$ cat config.mk
export PLATFORM = sky130hd
export DESIGN_NAME = cond_uninv16b_rx_flat
export DESIGN_NICKNAME = d
export VERILOG_FILES = /design/src/rtl/mips25_alu_pkg.sv /design/src/rtl/cond_uninv16b_rx_if.sv /design/src/rtl/uninv_buf2.sv /design/src/rtl/cond_uninv16b_rx.sv /design/src/flat_wrapper.sv
export SDC_FILE = /design/constraint.sdc
export NUM_CORES = 1
export LEC_CHECK = 0
export CAP_MARGIN = 30
export CORE_ASPECT_RATIO = 1.75
export CORE_UTILIZATION = 47
export DETAILED_ROUTE_END_ITERATION = 10
export GPL_ROUTABILITY_DRIVEN = 0
export PLACE_DENSITY = 0.85
export SKIP_CTS_REPAIR_TIMING = 1
export SLEW_MARGIN = 10
export SYNTH_ARGS = -nofsm -noshare
export SYNTH_HDL_FRONTEND = slang
export SYNTH_HIERARCHICAL = 1
export SYNTH_SLANG_ARGS = --single-unit
$ cat constraint.sdc
create_clock -name clkpos -period 1.6 [get_ports clkpos]
set_input_delay 0.32 -clock clkpos [delete_from_list [all_inputs] [get_ports clkpos]]
set_output_delay 0.32 -clock clkpos [all_outputs]
set_load 0.005 [all_outputs]
$ cat src/rtl/mips25_alu_pkg.sv
// Shared definitions for the MIPS25 adiabatic ALU datapath.
//   WORD_W        : operand width (16)
//   word_t        : one operand word
//   uninv_state_t : occupancy of the 2-entry recovery buffer
//   even_par()    : even-parity bit of a word (1 when the word has an odd number of ones)
package mips25_alu_pkg;

  localparam int WORD_W = 16;

  typedef logic [WORD_W-1:0] word_t;

  typedef enum logic [1:0] {
    EMPTY = 2'd0,
    ONE   = 2'd1,
    TWO   = 2'd2
  } uninv_state_t;

  function automatic logic even_par(input word_t w);
    return ^w;
  endfunction

endpackage

$ cat src/rtl/cond_uninv16b_rx_if.sv
// Bus bundle for cond_uninv16b_rx.
//   Input side  : in_data, in_mask, in_valid (producer -> block), in_ready (block -> producer)
//   Output side : out_data, out_valid, word_cnt (block -> consumer), out_ready (consumer -> block)
//   out_par     : head parity, present only when COND_UNINV_PARITY_EN is defined
// Modports: slave = the recovery block, master = the surrounding logic / bench.
interface cond_uninv16b_rx_if;
  import mips25_alu_pkg::*;

  word_t      in_data;
  word_t      in_mask;
  logic       in_valid;
  logic       in_ready;
  word_t      out_data;
  logic       out_valid;
  logic       out_ready;
  logic [7:0] word_cnt;
`ifdef COND_UNINV_PARITY_EN
  logic       out_par;

  modport slave (
    input  in_data, in_mask, in_valid, out_ready,
    output in_ready, out_data, out_valid, word_cnt, out_par
  );
  modport master (
    output in_data, in_mask, in_valid, out_ready,
    input  in_ready, out_data, out_valid, word_cnt, out_par
  );
`else
  modport slave (
    input  in_data, in_mask, in_valid, out_ready,
    output in_ready, out_data, out_valid, word_cnt
  );
  modport master (
    output in_data, in_mask, in_valid, out_ready,
    input  in_ready, out_data, out_valid, word_cnt
  );
`endif

endinterface

$ cat src/rtl/uninv_buf2.sv
// Two-entry FIFO with valid/ready on both sides, driven by an EMPTY/ONE/TWO
// occupancy state machine. Holds already-recovered words.
//   clkpos, rst_n           : clock and asynchronous active-low reset
//   push_data/push_valid    : incoming word; push_ready = room available
//   pop_data/pop_valid      : head word; pop_ready = consumer takes head
//   push_par/pop_par        : per-entry parity (only with COND_UNINV_PARITY_EN)
module uninv_buf2
  import mips25_alu_pkg::*;
(
  input  logic  clkpos,
  input  logic  rst_n,
  input  word_t push_data,
`ifdef COND_UNINV_PARITY_EN
  input  logic  push_par,
  output logic  pop_par,
`endif
  input  logic  push_valid,
  output logic  push_ready,
  output word_t pop_data,
  output logic  pop_valid,
  input  logic  pop_ready
);

  uninv_state_t state, state_nx;
  logic         wr_ptr, rd_ptr;
  word_t        mem [2];
`ifdef COND_UNINV_PARITY_EN
  logic         par_mem [2];
`endif

  logic push, pop;

  // Ready and valid decode only registered state, so neither side sees a
  // combinational path from the other.
  assign push_ready = (state != TWO);
  assign pop_valid  = (state != EMPTY);
  assign push       = push_valid && push_ready;
  assign pop        = pop_valid && pop_ready;

  assign pop_data   = mem[rd_ptr];
`ifdef COND_UNINV_PARITY_EN
  assign pop_par    = par_mem[rd_ptr];
`endif

  // NOTE: every variable assigned in always_comb gets a default first, so no latch is inferred.
  always_comb begin
    state_nx = state;
    case (state)
      EMPTY:   if (push) state_nx = ONE;
      ONE:     if (push && !pop) state_nx = TWO;
               else if (pop && !push) state_nx = EMPTY;
      TWO:     if (pop) state_nx = ONE;
      default: state_nx = EMPTY;
    endcase
  end

  // NOTE: sequential state uses non-blocking assignments so all registers update from pre-edge values.
  always_ff @(posedge clkpos or negedge rst_n) begin
    if (!rst_n) begin
      state  <= EMPTY;
      wr_ptr <= 1'b0;
      rd_ptr <= 1'b0;
      // NOTE: storage is reset because out_data must read 0 while in reset; only two entries, so this is cheap.
      for (int i = 0; i < 2; i++) begin
        mem[i] <= '0;
`ifdef COND_UNINV_PARITY_EN
        par_mem[i] <= 1'b0;
`endif
      end
    end else begin
      state <= state_nx;
      // Push and pop in ONE: the write lands in the other slot and the read
      // pointer moves onto it, so the new word becomes the head.
      if (push) begin
        mem[wr_ptr] <= push_data;
`ifdef COND_UNINV_PARITY_EN
        par_mem[wr_ptr] <= push_par;
`endif
        wr_ptr <= ~wr_ptr;
      end
      if (pop) rd_ptr <= ~rd_ptr;
    end
  end

endmodule

$ cat src/rtl/cond_uninv16b_rx.sv
// Receive-side recovery of conditionally inverted 16-bit operands.
// Each accepted word is restored as in_data ^ in_mask and queued in a
// 2-entry buffer; word_cnt counts delivered words modulo 256.
//   clkpos : rising-edge clock          rst_n : asynchronous active-low reset
//   vdd/vss: supply pins, no logic function
//   bus    : cond_uninv16b_rx_if.slave (in_*/out_*/word_cnt[/out_par])
// Optional feature: COND_UNINV_PARITY_EN adds per-entry even parity on out_par.
module cond_uninv16b_rx
  import mips25_alu_pkg::*;
(
  input logic               clkpos,
  input logic               rst_n,
  input logic               vdd,
  input logic               vss,
  cond_uninv16b_rx_if.slave bus
);

  word_t      rec;
  logic       pop;
  logic [7:0] cnt_q;

  // Supply pins only exist for netlist compatibility.
  logic unused_supply;
  assign unused_supply = vdd ^ vss;

  assign rec = bus.in_data ^ bus.in_mask;

  uninv_buf2 u_buf (
    .clkpos     (clkpos),
    .rst_n      (rst_n),
    .push_data  (rec),
`ifdef COND_UNINV_PARITY_EN
    .push_par   (even_par(rec)),
    .pop_par    (bus.out_par),
`endif
    .push_valid (bus.in_valid),
    .push_ready (bus.in_ready),
    .pop_data   (bus.out_data),
    .pop_valid  (bus.out_valid),
    .pop_ready  (bus.out_ready)
  );

  assign pop = bus.out_valid && bus.out_ready;

  always_ff @(posedge clkpos or negedge rst_n) begin
    if (!rst_n)   cnt_q <= 8'h00;
    else if (pop) cnt_q <= cnt_q + 8'd1;
  end

  assign bus.word_cnt = cnt_q;

endmodule

$ cat src/flat_wrapper.sv
// flat-port wrapper written by rule: the top's interface ports become plain ports
module cond_uninv16b_rx_flat import mips25_alu_pkg::*;
  (clkpos, rst_n, vdd, vss, bus_in_data, bus_in_mask, bus_in_valid, bus_out_ready, bus_in_ready, bus_out_data, bus_out_valid, bus_word_cnt);
  cond_uninv16b_rx_if bus_i ();
  input logic clkpos;
  input logic rst_n;
  input logic vdd;
  input logic vss;
  input wire logic [$bits(bus_i.in_data)-1:0] bus_in_data;
  input wire logic [$bits(bus_i.in_mask)-1:0] bus_in_mask;
  input wire logic [$bits(bus_i.in_valid)-1:0] bus_in_valid;
  input wire logic [$bits(bus_i.out_ready)-1:0] bus_out_ready;
  output wire logic [$bits(bus_i.in_ready)-1:0] bus_in_ready;
  output wire logic [$bits(bus_i.out_data)-1:0] bus_out_data;
  output wire logic [$bits(bus_i.out_valid)-1:0] bus_out_valid;
  output wire logic [$bits(bus_i.word_cnt)-1:0] bus_word_cnt;
  assign bus_i.in_data = bus_in_data;
  assign bus_i.in_mask = bus_in_mask;
  assign bus_i.in_valid = bus_in_valid;
  assign bus_i.out_ready = bus_out_ready;
  assign bus_in_ready = bus_i.in_ready;
  assign bus_out_data = bus_i.out_data;
  assign bus_out_valid = bus_i.out_valid;
  assign bus_word_cnt = bus_i.word_cnt;
  cond_uninv16b_rx u_core (.clkpos(clkpos), .rst_n(rst_n), .vdd(vdd), .vss(vss), .bus(bus_i));
endmodule
==> summary.md, run 1 <==
| Metric | Value |
|---|---|
| Power Total | 0.00538 W |
| Worst setup margin | -0.226 ns |
| Critical path buffers and inverters | 4 |
| Worst Clk Skew | 0.00406 ns |
| Setup_tns | -1.29 ns |
| Ys Warns | 6 |
| Worst hold path type | in2async |
| Status | complete, but fails checks |
| RSZ-0062 raised after global routing | yes |
| Commonest non-fill, non-tap cell in the layout | clkdlybuf4s50_1 |
| P&R area growth vs syn | 41.3% |
| Power per Cell Area | 1740 nW/um2 |
| Final antenna diode count | 0 |
| Placed Cells | 266 |
| Seq/Total Area, Yosys | 50.3% |
| Post-layout net count | 276 |
| EDFF count, synth | 0 |
| Routed Antenna Nets | 0 |
| CTS Buffer Depth | 2 |
| Vias/cell | 5.14 |
| # IOs | 64 |
| Clock tree sinks | 44 |
| I/O Buffers | 61 |
| Core area | 4440 um2 |
| Crit. Startpoint | u_core/u_buf/rd_ptr |
| Total congestion overflow | 0 |
| Wire per inst | 15.6 um |
| Die Width | 53.6 um |
| Max-slew headroom | 66.8% |
| CP cell instances | buf_6 -> clkbuf_16 -> buf_4 -> mux2_2 -> clkbuf_2 |
| Crit path depth | 5 |
| Ys async rst share | 100% |
| H-tree Lvls | 2 |
| R2R setup slack | 0.05 ns |
| Critical path capture point | bus_out_data[15] |
| Worst endpoint required time | 1.28 ns |
| Filler cell count | 312 |
| CTS tree | yes |
| Leak | 1.42 nW |
| Peak Freq | 548 MHz |
| Mean Syn Cell Area | 14.8 um2 |
| Total number of vias | 1486 |
| Starting Density | 49.2% |
| Most frequent cells in the layout | 42 x clkdlybuf4s50_1, 41 x dfrtp_1, 27 x mux2_2, 22 x mux2_4, 19 x buf_4 |
| Gr usage total | 20.2% |
| Clock slew at reported path FFs | 0.08 ns |
| CP startpoint kind | register |
| Worst path max stage delay | 0.45 ns |
| DRC Markers | 0 |
| Most used flip-flop cell after synthesis | dfrtp_1 |
| Synthesized area | 2190 um2 |
| Critical path type | reg2out |
| Family with the most delay on the worst path | buffers and inverters |
| Post-Layout Cell Count | 289 |
| Drt first pass iters | 2 |
| Share of cells above drive strength 1 | 45.4% |
| DRT iter0 DRCs | 17 |
| Pins Over Slew Limit | 0 |
| Final setup viols | 15 |
| Post-detail-place hpwl | 3290 um |
| Worst VDD drop | 1.06 mV |
| Critical R2R Capture | u_core/u_buf/mem[12] |
| Setup WS pre-CTS | -0.0985 ns |
| Synth unique cells | 25 |
| Reg-to-Reg Start | u_core/u_buf/state[1] |
| #FFs+latches synth | 44 |
| CP endpoint kind | output pin |
| Largest net degree at the start of global routing | 24 |
| Worst Tran Pin Value | 0.498 ns |
| Die area | 4940 um2 |
| Clk root buf | clkbuf_8 |
| Crit-path max FO | 4 |
| Chip height | 92.2 um |
| CTS Buf Count | 5 |
| Synthesized instance count | 148 |
| WHS | -0.0230 ns |
| MaxCap Viol Count | 0 |
| Final Cycle Share | 114% |
| Row cnt | 32 |
| Min Tclk post-route | 1.83 ns |
| CP max-delay cell | dfrtp_2 |
| FF-to-FF path depth | 6 |
| Hold Vio Cnt, Final | 21 |
| Initial antenna violation count | 0 |
| Final WL | 4520 um |
| Vias in the first global route | 1552 |
| Failing checks | hold timing, setup timing |
| CP Data Arrival Time | 1.51 ns |
| Skew-Pair Late Insertion Delay | 0.30 ns |
| Syn_nets | 187 |
| First-pass GRT wire length | 7070 um |
-- through the flow --
step	cell area, um2	util (%)
after floorplan	2190	-
after global placement	2910	65.5
after detailed placement	2910	65.5
after CTS	3000	67.6
after global routing	3090	69.5
final	3090	69.5
-- kinds of logic after synthesis --
logic type / count (synthesis) / synth area share [%]
muxes: 50 / 29.1
DFF: 44 / 50.3
xor gates and xnor gates: 25 / 10.0
and+or+nand+nor: 19 / 5.95
buffers and inverters: 6 / 3.26
AOI/OAI and AO/OA: 3 / 0.744
adders and majority gates: 1 / 0.572
-- sequential cells by signal, indices dropped and copies added (netlist names) --
name                 count
u_core/u_buf/wr_ptr      1
u_core/u_buf/mem        32
u_core/u_buf/state       2
u_core/u_buf/rd_ptr      1
u_core/bus.word_cnt      8
-- cells in the mapped netlist (2+ instances only) --
| library cell | instances | share of area [%] |
|---|---|---|
| xor2_1 | 18 | 7.2 |
| xnor2_1 | 7 | 2.8 |
| mux2_4 | 20 | 14 |
| buf_12 | 2 | 1.8 |
| a21oi_1 | 2 | 0.46 |
| mux2_2 | 29 | 15 |
| buf_6 | 2 | 1.0 |
| dfrtp_1 | 44 | 50 |
| and3_1 | 2 | 0.57 |
| nand2_1 | 7 | 1.2 |
-- how the worst min path moves through the flow --
stage                     startpoint                endpoint  slack [ns]  cells past startpoint
after global routing           rst_n  u_core/bus.word_cnt[7]       0.007                      1
after CTS                      rst_n    u_core/u_buf/mem[12]      -0.005                      1
after floorplan                rst_n  u_core/bus.word_cnt[0]        0.02                      0
after detailed placement       rst_n  u_core/bus.word_cnt[7]        0.32                      1
final                          rst_n  u_core/bus.word_cnt[7]       -0.02                      1
after global placement         rst_n  u_core/bus.word_cnt[7]        0.31                      1
-- report_power, final --
group / total [W] / internal, W / leakage, nW / switching (W)
Clock: 0.000711 / 0.000352 / 0.0455 / 0.000359
Combinational: 0.00267 / 0.00181 / 0.854 / 0.000860
Sequential: 0.00200 / 0.00165 / 0.523 / 0.000358
Total: 0.00538 / 0.00381 / 1.42 / 0.00158
-- final cells by class --
| cell class | instances | area, um2 | area share, % |
|---|---|---|---|
| Timing Repair Buffer | 88 | 810 | 26.2 |
| Tap cell | 51 | 63.8 | 2.06 |
| Multi-Input combinational cell | 98 | 1020 | 33.1 |
| Sequential cell | 44 | 1100 | 35.7 |
| Clock buffer | 8 | 90.1 | 2.91 |
-- layer usage --
metal | up-vias | global-route usage [%] | routed length [um] | share of wire (%)
met5 | - | 0 | 0 | 0
met1 | 750 | 21.6 | 1740 | 39
met3 | 9 | 4.81 | 200 | 4.4
met4 | 0 | 9.43 | 98 | 2.2
met2 | 42 | 35.2 | 2470 | 55
li1 | 685 | - | - | -
No activity file was read; power rests on OpenSTA's default activity.
==> run 2, diff against run 1 <==
--- a/config.mk
+++ b/config.mk
@@ -17,3 +17,4 @@
 export SYNTH_HDL_FRONTEND = slang
 export SYNTH_HIERARCHICAL = 1
 export SYNTH_SLANG_ARGS = --single-unit
+export TNS_END_PERCENT = 5
==> run 2 against run 1 <==
Effect of this change: the flow still finishes with violations (hold timing, setup timing); clock power barely moved; sequential power barely moved; non-clock buffer count fell by 7; clock skew barely moved; via count fell by 2.7%; global-route usage did not move; design area fell by 2.1%; first-iteration DRC count fell by 53%; combinational power fell by 5%; count of clock-buffer cells in the layout did not move; largest cell class unchanged.
==> summary.md, run 2 (synthesis results as in run 1) <==
| Metric | Value |
|---|---|
| Status | complete, but fails checks |
| Total congestion overflow | 0 |
| CTS Buf Count | 5 |
| Worst VDD drop | 1.12 mV |
| DRT iter0 DRCs | 8 |
| Clk pwr share | 13.5% |
| Power per Cell Area | 1730 nW/um2 |
| Starting Density | 49.2% |
| Initial antenna violation count | 0 |
| Final Util | 68.1% |
| Biggest register | u_core/u_buf/mem |
| First-pass GRT wire length | 7070 um |
| Share of cells above drive strength 1 | 43.7% |
| Clock slew at reported path FFs | 0.08 ns |
| Gr usage total | 20.2% |
| Final WL | 4490 um |
| Setup_tns | -0.995 ns |
| Total number of vias | 1446 |
| Combinational share of power | 48.2% |
| CP startpoint kind | register |
| Most frequent cells in the layout | 41 x dfrtp_1, 40 x clkdlybuf4s50_1, 29 x mux2_2, 20 x mux2_4, 18 x xor2_1 |
| Power Total | 0.00524 W |
| Worst Tran Pin Value | 0.515 ns |
| Die area | 4940 um2 |
| Vias in the first global route | 1552 |
| Post-Layout Inst Area | 3030 um2 |
| RSZ-0062 raised after global routing | yes |
| Reg power frac | 38.3% |
| Drt first pass iters | 3 |
| Crit. Startpoint | u_core/u_buf/rd_ptr |
| Commonest non-fill, non-tap cell in the layout | dfrtp_1 |
| I/O Buffers | 61 |
| Final antenna diode count | 0 |
| Critical R2R Capture | u_core/u_buf/mem[10] |
| Pins Over Slew Limit | 0 |
| Chip height | 92.2 um |
| CTS Buffer Depth | 2 |
| Post-layout net count | 269 |
| Power Internal | 0.00369 W |
| P&R area growth vs syn | 38.3% |
| Critical path type | reg2out |
| Row cnt | 32 |
| CP endpoint kind | output pin |
| Worst endpoint required time | 1.28 ns |
| Wire per inst | 15.9 um |
| H-tree Lvls | 2 |
| Clk root buf | clkbuf_8 |
| Vias/cell | 5.13 |
| DRC Markers | 0 |
| Worst hold path type | in2async |
| CP Data Arrival Time | 1.50 ns |
| R2R setup slack | 0.14 ns |
| # IOs | 64 |
| Max-slew headroom | 65.7% |
| Post-detail-place hpwl | 3290 um |
| WHS | -0.0110 ns |
| Min Tclk post-route | 1.82 ns |
| CTS tree | yes |
| Worst setup margin | -0.221 ns |
| Max FFs per register | 32 |
| Switch share | 29.6% |
| Critical path capture point | bus_out_data[15] |
| Filler cell count | 326 |
| FF/Latch Area | 1100 um2 |
| Crit-path max FO | 4 |
| Reg-to-Reg Start | u_core/u_buf/state[1] |
| Switch Pwr | 0.00155 W |
| Largest net degree at the start of global routing | 24 |
| MaxCap Viol Count | 0 |
| Final Cycle Share | 114% |
| Failing checks | hold timing, setup timing |
| Die Width | 53.6 um |
| Final setup viols | 13 |
| Multi-input logic area | 1010 um2 |
| Hold Vio Cnt, Final | 21 |
| Clock tree sinks | 44 |
| Worst Clk Skew | 0.00453 ns |
| Skew-Pair Late Insertion Delay | 0.30 ns |
| Placed cell areas | 2910 um2 |
| Peak Freq | 549 MHz |
| FF-to-FF path depth | 5 |
| Routed Antenna Nets | 0 |
| Core area | 4440 um2 |
| Leak | 1.41 nW |
run 2: worst min path at each step:
stage / endpoint / slack [ns]
after CTS: u_core/u_buf/mem[12] / -0.005
after detailed placement: u_core/bus.word_cnt[7] / 0.32
after floorplan: u_core/bus.word_cnt[0] / 0.02
final: u_core/u_buf/mem[26] / -0.01
after global placement: u_core/bus.word_cnt[7] / 0.31
after global routing: u_core/u_buf/mem[25] / 0.004
run 2: power groups by stage:
stage	combinational [W]	clock, W	sequential, W
final	0.00253	0.000708	0.00201
after global routing	0.00270	0.000786	0.00207
after CTS	0.00266	0.000724	0.00199
after detailed placement	0.00265	0	0.00199
after global placement	0.00259	0	0.00196
after floorplan	0.00150	0	0.00189
run 2: worst max-delay path, cell delays in order, from the launching register on:
cell       delay [ns]
dfrtp_2          0.45
buf_6            0.13
clkbuf_16        0.14
buf_4            0.13
mux2_2           0.26
clkbuf_2         0.11
run 2: final cells by class:
class	count	share of cell area, %
sequential	44	36.5
multi-input combinational	98	33.5
clock buffer	8	2.98
timing repair buffer	81	24.9
tap	51	2.11
run 2: metrics by stage:
step,instances,setup WS [ns]
4_1_cts,274,-0.418
3_3_place_gp,266,-0.0702
5_1_grt,282,-0.267
6_report,282,-0.221
3_5_place_dp,266,-0.0985
2_1_floorplan,148,0.0911
run 2: routing by layer:
metal  share of wire, %  wire length [um]  GRT usage [%]  vias to the layer above
met3                3.9               174           4.81                        7
met1                 38              1710           21.6                      729
met4                2.1                94           9.43                        0
met5                  0                 0              0                        -
li1                   -                 -              -                      671
met2                 56              2510           35.2                       39
